==> src/rtl/bit_serial_adder.sv <==
// Multi-cycle adder: one full-adder cell plus a carry flop, one bit per clock, LSB first.
// Optional subtract mode is enabled by defining SERIAL_ADDER_SUB_EN, which adds the sub port.
module bit_serial_adder #(
    parameter int unsigned WIDTH = 8
) (
    input  logic             clk,
    input  logic             rst,
    input  logic             start,
    input  logic [WIDTH-1:0] a,
    input  logic [WIDTH-1:0] b,
`ifdef SERIAL_ADDER_SUB_EN
    input  logic             sub,
`endif
    output logic             busy,
    output logic             done,
    output logic [WIDTH-1:0] sum,
    output logic             cout
);

    localparam int unsigned CW = $clog2(WIDTH + 1);
    localparam logic [CW-1:0] LAST = CW'(WIDTH - 1);

    typedef enum logic [1:0] {
        IDLE,
        SHIFT,
        DONE
    } state_t;

    state_t           state;
    state_t           state_nx;
    logic [WIDTH-1:0] a_sr;
    logic [WIDTH-1:0] b_sr;
    logic [WIDTH-1:0] sum_sr;
    logic [WIDTH-1:0] sum_nx;
    logic [WIDTH-1:0] b_ld;
    logic             carry;
    logic             c_ld;
    logic             s;
    logic             c_nx;
    logic [CW-1:0]    cnt;

    always_ff @(posedge clk) begin
        if (rst) state <= IDLE;
        else     state <= state_nx;
    end

    always_comb begin
        state_nx = state;
        case (state)
            IDLE:    if (start) state_nx = SHIFT;
            SHIFT:   if (cnt == LAST) state_nx = DONE;
            DONE:    state_nx = IDLE;
            default: state_nx = IDLE;
        endcase
    end

    // Subtraction is a + ~b + 1: invert B on load and seed the carry with 1.
`ifdef SERIAL_ADDER_SUB_EN
    assign b_ld = sub ? ~b : b;
    assign c_ld = sub;
`else
    assign b_ld = b;
    assign c_ld = 1'b0;
`endif

    assign s    = a_sr[0] ^ b_sr[0] ^ carry;
    assign c_nx = (a_sr[0] & b_sr[0]) | (a_sr[0] & carry) | (b_sr[0] & carry);

    if (WIDTH == 1) begin : g_w1
        assign sum_nx = s;
    end else begin : g_wn
        assign sum_nx = {s, sum_sr[WIDTH-1:1]};
    end

    always_ff @(posedge clk) begin
        if (rst) begin
            a_sr   <= '0;
            b_sr   <= '0;
            sum_sr <= '0;
            carry  <= 1'b0;
            cnt    <= '0;
        end else begin
            case (state)
                IDLE: begin
                    if (start) begin
                        a_sr   <= a;
                        b_sr   <= b_ld;
                        sum_sr <= '0;
                        carry  <= c_ld;
                        cnt    <= '0;
                    end
                end
                SHIFT: begin
                    a_sr   <= a_sr >> 1;
                    b_sr   <= b_sr >> 1;
                    sum_sr <= sum_nx;
                    carry  <= c_nx;
                    cnt    <= cnt + CW'(1);
                end
                default: ;
            endcase
        end
    end

    // Outputs decode flops only; carry doubles as cout since it is frozen outside SHIFT.
    assign busy = (state == SHIFT);
    assign done = (state == DONE);
    assign sum  = sum_sr;
    assign cout = carry;

endmodule

==> config.mk <==
export PLATFORM = sky130hd
export DESIGN_NAME = bit_serial_adder
export DESIGN_NICKNAME = d
export VERILOG_FILES = /design/src/rtl/bit_serial_adder.sv
export SDC_FILE = /design/constraint.sdc
export NUM_CORES = 1
export LEC_CHECK = 0
export BUFFER_PORTS_ARGS = -buffer_cell sky130_fd_sc_hd__buf_2
export CAP_MARGIN = 20
export CORE_ASPECT_RATIO = 1.25
export CORE_MARGIN = 2
export CORE_UTILIZATION = 45
export CTS_CLUSTER_SIZE = 24
export DETAILED_ROUTE_END_ITERATION = 12
export HOLD_SLACK_MARGIN = 0.03
export PLACE_DENSITY = 0.68
export SLEW_MARGIN = 20
export SYNTH_ARGS = -nofsm -noshare
export SYNTH_HDL_FRONTEND = slang
export SYNTH_SLANG_ARGS = --single-unit
==> constraint.sdc <==
create_clock -name clk -period 2.2 [get_ports clk]
set_input_delay 0 -clock clk [delete_from_list [all_inputs] [get_ports clk]]
set_output_delay 0 -clock clk [all_outputs]
set_load 0.01 [all_outputs]
# [Word-level counts from Yosys, hierarchy flattened]
# Index checks and enable logic that the tools add are counted.
# W data, S select, Z words.
[word_totals] romBits=0 inputBits=19 reg_bits=31 latch_bits=0 mem_count=0 ramBits=0
[op_classes] n_reduce_logical=4 shifts=0 addsub=1 multipliers=0 mux=13 n_eq_ne=5 n_div=0 bitwise_logic=7 n_lt_le_gt_ge=0
[ops] op="$pmux W8 S2" count=3
[ops] op="$mux W8" count=3
[ops] op="$pmux W4 S2" count=1
[ops] op="$add A4 B1 Y4 const B" count=1
[ops] op="$eq A4 B3 Y1 const B" count=1
[ops] op="$mux W2" count=2
[ops] op="$mux W4" count=1
[ops] op="$pmux W2 S2" count=1
[ops] op="$reduce_and A2 Y1" count=2
[ops] op="$and A1 B1 Y1" count=3
[ops] op="$eq A2 B1 Y1 const B" count=1
[ops] op="$eq A2 B2 Y1 const B" count=1
[ops] op="$logic_not A2 Y1" count=1
[ops] op="$ne A2 B1 Y1 const B" count=1
[ops] op="$ne A2 B2 Y1 const B" count=1
[ops] op="$or A1 B1 Y1" count=2
[ops] op="$pmux W1 S2" count=1
[ops] op="$reduce_bool A2 Y1" count=1
[ops] op="$xor A1 B1 Y1" count=2
[ops] op="$mux W1" count=1

# [Depth between registers and ports, before layout]
# Gate-level depths: netlist of run 1.
[depth] depth_word=4 mapped_depth=7 ltp_nobuf=4

# [Least setup slack after synthesis of run 1]
# Ideal clock, no wire load.
[synth_path] path_kind="register to register" startpoint="register state[1]" endpoint="register carry (netlist: cout)" required_time_ns=2.072 n_path_buf=3 setup_time_ns=0.128 t_arrival_ns=1.103 setup_slack_ns=0.969 period_less_slack_ns=1.231 stages_incl_launch_ff=8 path_cell_list="dfxtp_1 buf_6 nand2b_1 buf_6 clkinv_4 buf_4 a22oi_1 nor2_1"
[synth_via] elab_chain_len=3
[synth_rtl] element="from (decl)" line_no="29" rtl="state_t state;"
[synth_rtl] element="from (signal assigned)" line_no="44" rtl="else state <= state_nx;"
[synth_rtl] element="$eq A2 B1 Y1 *"
[synth_rtl] element="net busy" line_no="14" rtl="output logic busy,"
[synth_rtl] element="$reduce_bool A2 Y1 (no line)"
[synth_rtl] element="$reduce_and A2 Y1 (no line)"
[synth_rtl] element="to (signal assigned)" line_no="89" rtl="carry <= c_ld;"
[synth_rtl] element="to (signal assigned)" line_no="97" rtl="carry <= c_nx;"
[synth_rtl] element="to (decl)" line_no="36" rtl="logic carry;"
# Mark *: on every way through the listed nets, which the timed path passes. The rest lies on a longest branch.
# A chain may end at the register's enable or synchronous reset.

# [Worst setup path after layout of run 1]
[layout_path] startpoint="register state[1]" endpoint="output port busy"
[layout_via] elab_chain_len=1
[layout_rtl] element="$eq A2 B1 Y1" line_no="106" rtl="assign busy = (state == SHIFT);"
[layout_rtl] element="to (decl)" line_no="14"
# Every way passes these cells.

==> impl_metrics.env, run 1 <==
export IMPL_synth_edf_count=0
export IMPL_vdd_drop_max_v=0.0005084
export IMPL_fin_area_um2=1709
export IMPL_fillerInstances=268
export IMPL_timing_fmax_mhz=592.8
export IMPL_die_x_um=53.53
export IMPL_hold_path_class="in2reg"
export IMPL_drtAntennaViolNets=0
export IMPL_p_leak_nw=0.7248
export IMPL_cp_startpoint="state[1]"
export IMPL_grt_use_total_pct=20.68
export IMPL_max_stage_delay_ns=0.49
export IMPL_clkSlewWorstSetupHoldPaths_ns=0.09
export IMPL_cts_inserted_buffers=5
export IMPL_grt_pass1_vias=1191
export IMPL_start_util_pct=46.86
export IMPL_busiest_layer="met2"
export IMPL_globalplace_congestion=0.6908
export IMPL_clock_sinks=31
export IMPL_diodes=0
export IMPL_dieArea_um2=3528
export IMPL_syn_instance_count=150
export IMPL_tightest_slew_ns=1.015
export IMPL_worstSkewPairLatency_ns=0.33
export IMPL_setup_violations=0
export IMPL_hold_depth=3
export IMPL_io_buffers=29
export IMPL_dp_cells=205
export IMPL_num_vias=1238
export IMPL_hold_viol=0
export IMPL_cts_tree="done"
export IMPL_p_per_area_nw_per_um2=673.2
export IMPL_setup_slack_ns=0.5131
export IMPL_ys_ff_latch=31
export IMPL_clockBufferDepth=2
export IMPL_area_growth_synth_to_final_pct=23.84
export IMPL_drt_iter0_drc=31
export IMPL_row_count=22
export IMPL_cp_cell_sequence="nand2b_1 > clkinv_4 > buf_2"
export IMPL_dpl_cell_area_um2=1500
export IMPL_gr_total_overflow=0
export IMPL_fin_util_pct=58.03
export IMPL_grt_max_degree=33
export IMPL_coreArea_um2=2945
export IMPL_fin_cells=227
export IMPL_htree_num_levels=2
export IMPL_status="completed"
export IMPL_hpwl_um=1942
export IMPL_worstPathArrival_ns=1.69
export IMPL_r2r_cells=3
export IMPL_root_buffer="clkbuf_4"
export IMPL_skew_ns=0.009956
export IMPL_ys_types=35
export IMPL_postCtsSetupRepairBufs=0
export IMPL_tns_ns=0
export IMPL_synthFlopType="dfxtp_1"
export IMPL_power_total_mw=1.151
export IMPL_slew_headroom_pct=32.28
export IMPL_holdWs_ns=0.08254
export IMPL_async_reset_ff_share_pct=0
export IMPL_ys_warnings_count=0
export IMPL_use_met3_pct=7.014
export IMPL_dieHeight_um=65.92
export IMPL_syn_area_um2=1380
export IMPL_met2_usage_pct=35.34
export IMPL_yosysSeqAreaShare_pct=44.97
export IMPL_min_period_over_period_pct=76.68
export IMPL_regToRegStartpoint="state[0]"
export IMPL_drive_gt1_share_pct=28.27
export IMPL_avgViaCountPerCell=5.454
export IMPL_crit_required_ns=2.20
export IMPL_rsz0062_at_grt="no"
export IMPL_antenna_found_initial=0
export IMPL_cp_max_fo=27
export IMPL_io_pins=30
export IMPL_avgRoutedWirePerCell_um=13.25
export IMPL_slew_violations=0
export IMPL_critPathKind="reg2out"
export IMPL_max_cap_violations=0
export IMPL_met1_usage_pct=22.68
export IMPL_avgSynthCellArea_um2=9.200
export IMPL_startpoint_type="flop"
export IMPL_first_pass_iters=4
export IMPL_routed_wl_um=3007
export IMPL_worstHoldStart="a[0]"
export IMPL_grt_pass1_wl_um=5340
export IMPL_fin_crit_ns=1.687
export IMPL_synth_nets=171
export IMPL_slowest_stage="dfxtp_1"
export IMPL_nets=211
export IMPL_endpoint_kind="output pin"
export IMPL_drc=0
export IMPL_cts_resized=0
export IMPL_place_ws_ns=0.5641
## cell type report
cell class / instances / area [um^2] / area share [%]
Timing Repair Buffer: 44 / 292.8 / 17.13
Clock buffer: 8 / 68.82 / 4.026
Multi-Input combinational cell: 105 / 665.6 / 38.95
Sequential cell: 31 / 620.6 / 36.31
Inverter: 3 / 16.27 / 0.9517
Tap cell: 36 / 45.04 / 2.635
## power by group
group          switching (mW)  internal, mW  total (mW)
Sequential             0.0233         0.591       0.614
Clock                   0.187         0.188       0.375
Combinational          0.0861        0.0750       0.161
## worst max-delay path: cells and delay by family, from the launching register on
kind	cells	cell delay, ns
buffers and inverters	2	0.50
DFF	1	0.49
and+or+nand+nor	1	0.37
## synthesized netlist by cell type (2+ instances only)
cell type   n  area [um^2]
nor2_1     23        86.33
nor3_1      2        10.01
o22a_1      2        17.52
a22oi_1    10        75.07
inv_1       2        7.510
o22ai_1     2        12.51
nand3_1     2        10.01
nand2b_1    2        12.51
buf_4       2        15.01
a211oi_1    8        60.06
a211oi_2    4        50.05
a21oi_2     4        35.03
buf_6       2        22.52
nor2b_1     4        25.02
nand2_1    16        60.06
dfxtp_1    31        620.6
clkbuf_1    3        11.26
o221a_2     2        22.52
a21oi_1    12        60.06
buf_2       2        10.01
## final timing paths
path | to | slack (ns)
worst max-delay path | busy | 0.51
worst min-delay path | a_sr[0] | 0.08
worst max register to register | a_sr[6] | 0.53
worst min register to register | a_sr[3] | 0.51
## flip-flops by register name, indices dropped and copies added (netlist names)
name   flops
state      2
b_sr       8
sum        8
cout       1
cnt        4
a_sr       8
## metal layers
metal	part of all wire [%]	up-vias
li1	-	617
met1	42	578
met4	2.0	0
met5	0	-
met3	4.7	7
met2	51	36
## cell usage in the layout (no fill, tap or decap), drive strengths merged
cell / synthesis / layout
a211oi: 12 / 12
a21oi: 16 / 16
a22oi: 10 / 10
a311oi: 1 / 1
a31oi: 1 / 1
and4b: 1 / 1
buf: 8 / 30
clkbuf: 3 / 8
clkinv: 1 / 1
dfxtp: 31 / 31
dlygate4sd3: 0 / 14
fa: 1 / 1
ha: 1 / 1
inv: 2 / 2
nand2: 17 / 17
nand2b: 2 / 2
nand3: 2 / 2
nor2: 23 / 23
nor2b: 4 / 4
nor3: 2 / 2
nor4b: 1 / 1
o211a: 1 / 1
o21ba: 1 / 1
o21bai: 1 / 1
o221a: 2 / 2
o22a: 2 / 2
o22ai: 2 / 2
or2: 1 / 1
or3: 1 / 1
## timing repair
item | CTS | global route
hold buffers | 14 | 0
endpoints found under the hold margin | 14 | 0
setup endpoints to repair | 0 | 0
## kinds of logic after synthesis
group	count (synthesis)	synth area share, %
compound gates	49	27.92
simple gates	54	17.95
fa+ha+maj	2	2.357
buf+inv	14	6.799
flops	31	44.97
No activity file was read; power rests on OpenSTA's default activity.
==> run 2: changes to the inputs <==
--- a/config.mk
+++ b/config.mk
@@ -5,6 +5,7 @@
 export SDC_FILE = /design/constraint.sdc
 export NUM_CORES = 1
 export LEC_CHECK = 0
+export ABC_AREA = 1
 export BUFFER_PORTS_ARGS = -buffer_cell sky130_fd_sc_hd__buf_2
 export CAP_MARGIN = 20
 export CORE_ASPECT_RATIO = 1.25
@@ -13,7 +14,7 @@
 export CTS_CLUSTER_SIZE = 24
 export DETAILED_ROUTE_END_ITERATION = 12
 export HOLD_SLACK_MARGIN = 0.03
-export PLACE_DENSITY = 0.68
+export PLACE_DENSITY = 0.7
 export SLEW_MARGIN = 20
 export SYNTH_ARGS = -nofsm -noshare
 export SYNTH_HDL_FRONTEND = slang
==> constraint.sdc (replaced) <==
create_clock -name clk -period 1.5 [get_ports clk]
set_input_delay 0 -clock clk [delete_from_list [all_inputs] [get_ports clk]]
set_output_delay 0 -clock clk [all_outputs]
set_load 0.01 [all_outputs]
==> impl_metrics.env, run 2 <==
export IMPL_hold_path_class="in2reg"
export IMPL_hold_depth=5
export IMPL_netlist_area_leader_share_pct=42.98
export IMPL_async_reset_ff_share_pct=0
export IMPL_syn_area_um2=1444
export IMPL_cp_max_fo=26
export IMPL_swShare_pct=24.79
export IMPL_max_stage_delay_ns=0.41
export IMPL_yosysMostFrequentCell="nand2_1"
export IMPL_worstSkewPairLatency_ns=0.29
export IMPL_fin_cells=276
export IMPL_final_cell_mix="nand2_1 (45), nand3_1 (44), dfxtp_1 (31)"
export IMPL_switchingPower_mw=0.4959
export IMPL_yosysSeqAreaShare_pct=42.98
export IMPL_synth_common_cells="nand2_1 (45), nand3_1 (44), dfxtp_1 (31)"
export IMPL_grt_pass1_vias=1238
export IMPL_slowest_stage="dfxtp_1"
export IMPL_setup_violations=0
export IMPL_hold_viol=0
export IMPL_ys_warnings_count=0
export IMPL_dp_cells=266
export IMPL_cp_cell_sequence="inv_2 > nor2_2 > buf_12 > buf_2"
export IMPL_vdd_drop_max_v=0.0009197
export IMPL_avgSynthCellArea_um2=6.942
export IMPL_io_pins=30
export IMPL_max_cap_violations=0
export IMPL_r2r_slack_ns=0.22
export IMPL_ys_ff_latch=31
export IMPL_io_buffers=29
export IMPL_skew_ns=0.004543
export IMPL_startpoint_type="flop"
export IMPL_hpwl_um=2069
export IMPL_worst_path_stages=4
export IMPL_syn_instance_count=208
export IMPL_area_growth_synth_to_final_pct=21.06
export IMPL_r2r_cells=6
export IMPL_slew_violations=0
export IMPL_cts_resized=0
export IMPL_avgRoutedWirePerCell_um=11.37
export IMPL_fin_crit_ns=1.318
export IMPL_antenna_found_initial=0
export IMPL_drive_gt1_share_pct=19.67
export IMPL_synth_nets=229
export IMPL_clock_sinks=31
export IMPL_row_count=23
export IMPL_synthXorXnorAreaFrac_pct=0
export IMPL_power_frac_seq_pct=44.7
export IMPL_power_frac_comb_pct=12.6
export IMPL_root_buffer="clkbuf_8"
export IMPL_drc=0
export IMPL_ys_types=17
export IMPL_cts_tree="done"
export IMPL_dieArea_um2=3681
export IMPL_min_period_over_period_pct=87.89
export IMPL_start_util_pct=46.03
export IMPL_synthMuxAreaShare_pct=0
export IMPL_synth_area_leaders="dfxtp_1 (43%), nand3_1 (15%), nand2_1 (12%), a21oi_1 (9.7%), inv_1 (7.5%)"
export IMPL_first_pass_iters=4
export IMPL_clockBufferDepth=2
export IMPL_grt_max_degree=27
export IMPL_synth_top_family_by_area="simple AND/OR/NAND/NOR gates"
export IMPL_drtAntennaViolNets=0
export IMPL_tns_ns=0
export IMPL_clkSlewWorstSetupHoldPaths_ns=0.07
export IMPL_p_leak_nw=0.8186
export IMPL_timing_fmax_mhz=758.5
export IMPL_htree_num_levels=2
export IMPL_gr_total_overflow=0
export IMPL_drt_iter0_drc=39
export IMPL_synth_compound_area_share_pct=10.75
export IMPL_fin_area_um2=1748
export IMPL_worstPathArrival_ns=1.32
export IMPL_grt_pass1_wl_um=5202
export IMPL_synth_edf_count=0
export IMPL_crit_required_ns=1.50
export IMPL_rsz0062_at_grt="no"
export IMPL_slew_headroom_pct=73.95
export IMPL_postCtsSetupRepairBufs=0
export IMPL_cp_num_buf_inv=3
export IMPL_synth_simple_area_share_pct=30.07
export IMPL_dieHeight_um=67.33
export IMPL_cts_inserted_buffers=5
export IMPL_internal_power_mw=1.505
export IMPL_clock_power_share_pct=42.8
export IMPL_globalplace_congestion=0.7256
export IMPL_coreArea_um2=3137
export IMPL_synth_top_area_cell="dfxtp_1"
export IMPL_nets=259
export IMPL_synthFlopType="dfxtp_1"
export IMPL_tightest_slew_ns=0.3908
export IMPL_synthAdderAreaFrac_pct=2.253
export IMPL_p_per_area_nw_per_um2=1144
export IMPL_final_common_cell="nand2_1"
export IMPL_endpoint_kind="output pin"
export IMPL_routed_wl_um=3137
export IMPL_die_x_um=54.67
export IMPL_dpl_cell_area_um2=1610
export IMPL_diodes=0
export IMPL_avgViaCountPerCell=4.986
export IMPL_critPathKind="reg2out"
export IMPL_grt_use_total_pct=19.90
export IMPL_status="completed"
export IMPL_holdWs_ns=0.05226
export IMPL_num_vias=1376
export IMPL_path_delay_family="flip-flops"
## run 2: changes by cell type after synthesis, moves of 4 or more
| cell | before | now |
|---|---|---|
| a21oi_1 | 12 | 28 |
| nand3_1 | 2 | 44 |
| a22oi_1 | 10 | 0 |
| a211oi_1 | 8 | 0 |
| a21oi_2 | 4 | 0 |
| nand2_1 | 16 | 45 |
| nor2b_1 | 4 | 0 |
| nor2_1 | 23 | 7 |
| a211oi_2 | 4 | 0 |
| inv_1 | 2 | 29 |
## run 2: what timing repair did
action / 4_1_cts / 5_1_grt
hold endpoints to repair: 2 / 0
hold buffers: 2 / 0
endpoints found under the setup margin: 0 / 0
## run 2: area by class of cell
cell class / instances / area, um^2
clock inverter: 2 / 35.03
fill: 333 / 1389
multi-input combinational: 132 / 624.3
inverter: 31 / 116.4
sequential: 31 / 620.6
tap: 37 / 46.29
clock buffer: 6 / 82.58
timing repair buffer: 37 / 222.7
## run 2: kinds of logic (layout without fill, tap and decap cells)
group	Yosys count	in the layout
buffers and inverters	45	76
and+or+nand+nor	99	99
adders and majority gates	2	2
AOI/OAI and AO/OA	31	31
DFF	31	31
## run 2: through the flow
step | util (%) | total power [mW] | setup slack, ns
detailed placement | 51.34 | 1.159 | 0.2430
floorplan | - | 1.090 | 0.3967
global route | 55.72 | 2.086 | 0.08339
global placement | 51.34 | 1.154 | 0.2695
CTS | 55.72 | 2.015 | 0.1678
finish | 55.72 | 2.001 | 0.1816
## run 2: routing by layer
| metal | global-route usage [%] | part of all wire (%) | vias to the layer above | wire, um |
|---|---|---|---|---|
| met1 | 22.42 | 43 | 614 | 1351 |
| met2 | 32.44 | 49 | 36 | 1530 |
| met5 | 0 | 0 | - | 0 |
| met3 | 5.973 | 5.8 | 5 | 182 |
| li1 | - | - | 721 | - |
| met4 | 11.25 | 2.3 | 0 | 72 |
## run 2: path summary, 6_finish.rpt
check | endpoint | start
hold reg to reg | b_sr[2] | b_sr[2]
setup / recovery | busy | state[0]
setup reg to reg | b_sr[1] | state[1]
hold / removal | b_sr[4] | b[4]
## run 2: worst register-to-register path: cells and delay by family, from the launching register on
kind | cells | cell delay (ns)
buffers and inverters | 2 | 0.35
and+or+nand+nor | 3 | 0.37
DFF | 1 | 0.38
AOI/OAI and AO/OA | 1 | 0.07
## run 2: power groups by stage
stage | clock (mW) | combinational, mW | sequential (mW)
5_1_grt | 0.900 | 0.288 | 0.899
2_1_floorplan | 0 | 0.183 | 0.906
3_5_place_dp | 0 | 0.247 | 0.912
4_1_cts | 0.869 | 0.252 | 0.894
3_3_place_gp | 0 | 0.244 | 0.910
6_report | 0.856 | 0.251 | 0.894
==> run 3: changes to the inputs <==
--- a/config.mk
+++ b/config.mk
@@ -9,7 +9,7 @@
 export BUFFER_PORTS_ARGS = -buffer_cell sky130_fd_sc_hd__buf_2
 export CAP_MARGIN = 20
 export CORE_ASPECT_RATIO = 1.25
-export CORE_MARGIN = 2
+export CORE_MARGIN = 3
 export CORE_UTILIZATION = 45
 export CTS_CLUSTER_SIZE = 24
 export DETAILED_ROUTE_END_ITERATION = 12
==> impl_metrics.env, run 3 (synthesis gave the netlist of run 2 again) <==
export IMPL_multi_input_area_um2=624.3
export IMPL_die_x_um=56.67
export IMPL_globalplace_congestion=0.8095
export IMPL_max_stage_delay_ns=0.57
export IMPL_routed_wl_um=3456
export IMPL_status="completed"
export IMPL_fin_cells=293
export IMPL_grt_pass1_vias=1297
export IMPL_clock_sinks=31
export IMPL_tightest_slew_ns=0.3039
export IMPL_grt_max_degree=23
export IMPL_htree_num_levels=2
export IMPL_slew_violations=0
export IMPL_skew_ns=0.006943
export IMPL_drt_iter0_drc=52
export IMPL_num_vias=1442
export IMPL_fin_crit_ns=1.379
export IMPL_crit_required_ns=1.79
export IMPL_first_pass_iters=4
export IMPL_worstPathArrival_ns=1.67
export IMPL_vdd_drop_max_v=0.0006086
export IMPL_nets=277
export IMPL_io_pins=30
export IMPL_final_cell_mix="nand2_1 (45), nand3_1 (44), dfxtp_1 (30)"
export IMPL_dieHeight_um=69.33
export IMPL_worstHoldStart="start"
export IMPL_fin_area_um2=1864
export IMPL_timing_fmax_mhz=725.1
export IMPL_hold_viol=0
export IMPL_drc=0
export IMPL_setup_slack_ns=0.1209
export IMPL_gr_total_overflow=0
export IMPL_max_cap_violations=0
export IMPL_clkSlewWorstSetupHoldPaths_ns=0.10
export IMPL_fillerInstances=280
export IMPL_worstSkewPairLatency_ns=0.34
export IMPL_critPathKind="reg2reg"
export IMPL_p_per_area_nw_per_um2=936.8
export IMPL_path_delay_family="buffers and inverters"
export IMPL_start_util_pct=48.12
export IMPL_startpoint_type="flop"
export IMPL_cp_max_fo=5
export IMPL_place_ws_ns=0.3700
export IMPL_tns_ns=0
export IMPL_cp_startpoint="state[0]"
export IMPL_slew_headroom_pct=79.74
export IMPL_area_growth_synth_to_final_pct=29.12
export IMPL_row_count=22
export IMPL_holdWs_ns=0.1482
export IMPL_final_seq_area_um2=621.8
export IMPL_diodes=0
export IMPL_avgViaCountPerCell=4.922
export IMPL_path_common_cell="nand3_1"
export IMPL_slowest_stage="dlygate4sd3_1"
export IMPL_root_buffer="clkbuf_4"
export IMPL_regToRegStartpoint="state[0]"
export IMPL_cp_num_buf_inv=2
export IMPL_p_leak_nw=0.8658
export IMPL_cts_inserted_buffers=5
export IMPL_setup_violations=0
export IMPL_grt_use_total_pct=18.48
export IMPL_grt_pass1_wl_um=5782
export IMPL_coreArea_um2=3000
export IMPL_dieArea_um2=3929
export IMPL_min_period_over_period_pct=91.94
export IMPL_clockBufferDepth=2
export IMPL_dp_cells=266
export IMPL_r2r_slack_ns=0.12
export IMPL_antenna_found_initial=0
export IMPL_cp_cell_sequence="nor2_2 > nand3_1 > dlygate4sd3_1 > nand3_1 > nand2_1 > inv_1"
export IMPL_postCtsSetupRepairBufs=0
export IMPL_dpl_cell_area_um2=1602
export IMPL_drtAntennaViolNets=0
export IMPL_drive_gt1_share_pct=18.68
export IMPL_avgRoutedWirePerCell_um=11.80
export IMPL_rsz0062_at_grt="no"
export IMPL_final_common_cell="nand2_1"
export IMPL_io_buffers=29
export IMPL_cts_tree="done"
export IMPL_hpwl_um=2029
export IMPL_hold_path_class="in2reg"
export IMPL_endpoint_kind="flop"
[run 3: cell types whose count changed in the layout (fill, tap and decap cells not counted)]
cell / delta
dlygate4sd3_1: +17
clkbuf_4: +5
clkbuf_8: -4
buf_4: +2
buf_12: -1
bufinv_16: -1
clkbuf_1: +1
clkinv_2: -1
dfxtp_1: -1
dfxtp_2: +1
[run 3: worst paths after layout]
kind | end | cells after the start
worst max-delay path | a_sr[1] | 6
worst min-delay path | state[0] | 5
worst max register to register | a_sr[1] | 6
worst min register to register | sum[1] | 2
[run 3: tightest hold or removal path: stages]
cell,delay (ns)
buf_2,0.12
nand2_1,0.13
nor2_1,0.10
inv_1,0.06
a21oi_1,0.05
[run 3: timing repair]
| action | 4_1_cts | 5_1_grt |
|---|---|---|
| gates resized for setup | 0 | 2 |
| endpoints found under the hold margin | 22 | 0 |
| hold buffers | 19 | 0 |
| setup endpoints to repair | 0 | 2 |
[run 3: routing by layer]
layer | track usage (%) | wire length (um) | up-vias
met1 | 22.52 | 1544 | 643
met3 | 5.028 | 171 | 8
met2 | 30.72 | 1680 | 34
li1 | - | - | 757
met5 | 0 | 0 | -
met4 | 6.596 | 60 | 0
[run 3: through the flow]
step	total power, mW	utilization [%]
2_1_floorplan	1.090	-
4_1_cts	1.756	62.01
5_1_grt	1.829	62.14
3_5_place_dp	1.154	53.38
3_3_place_gp	1.149	53.38
6_report	1.747	62.14
[run 3: cell type report]
| cell class | count | area share (%) |
|---|---|---|
| Timing Repair Buffer | 55 | 20.81 |
| Clock buffer | 8 | 3.691 |
| Inverter | 31 | 6.242 |
| Tap cell | 36 | 2.416 |
| Multi-Input combinational cell | 132 | 33.49 |
| Sequential cell | 31 | 33.36 |
[run 3: report_power, final]
group,leakage [nW],switching (mW),total [mW],internal [mW]
Sequential,0.254,0.0275,0.894,0.866
Combinational,0.573,0.157,0.285,0.128
Clock,0.0386,0.293,0.568,0.276
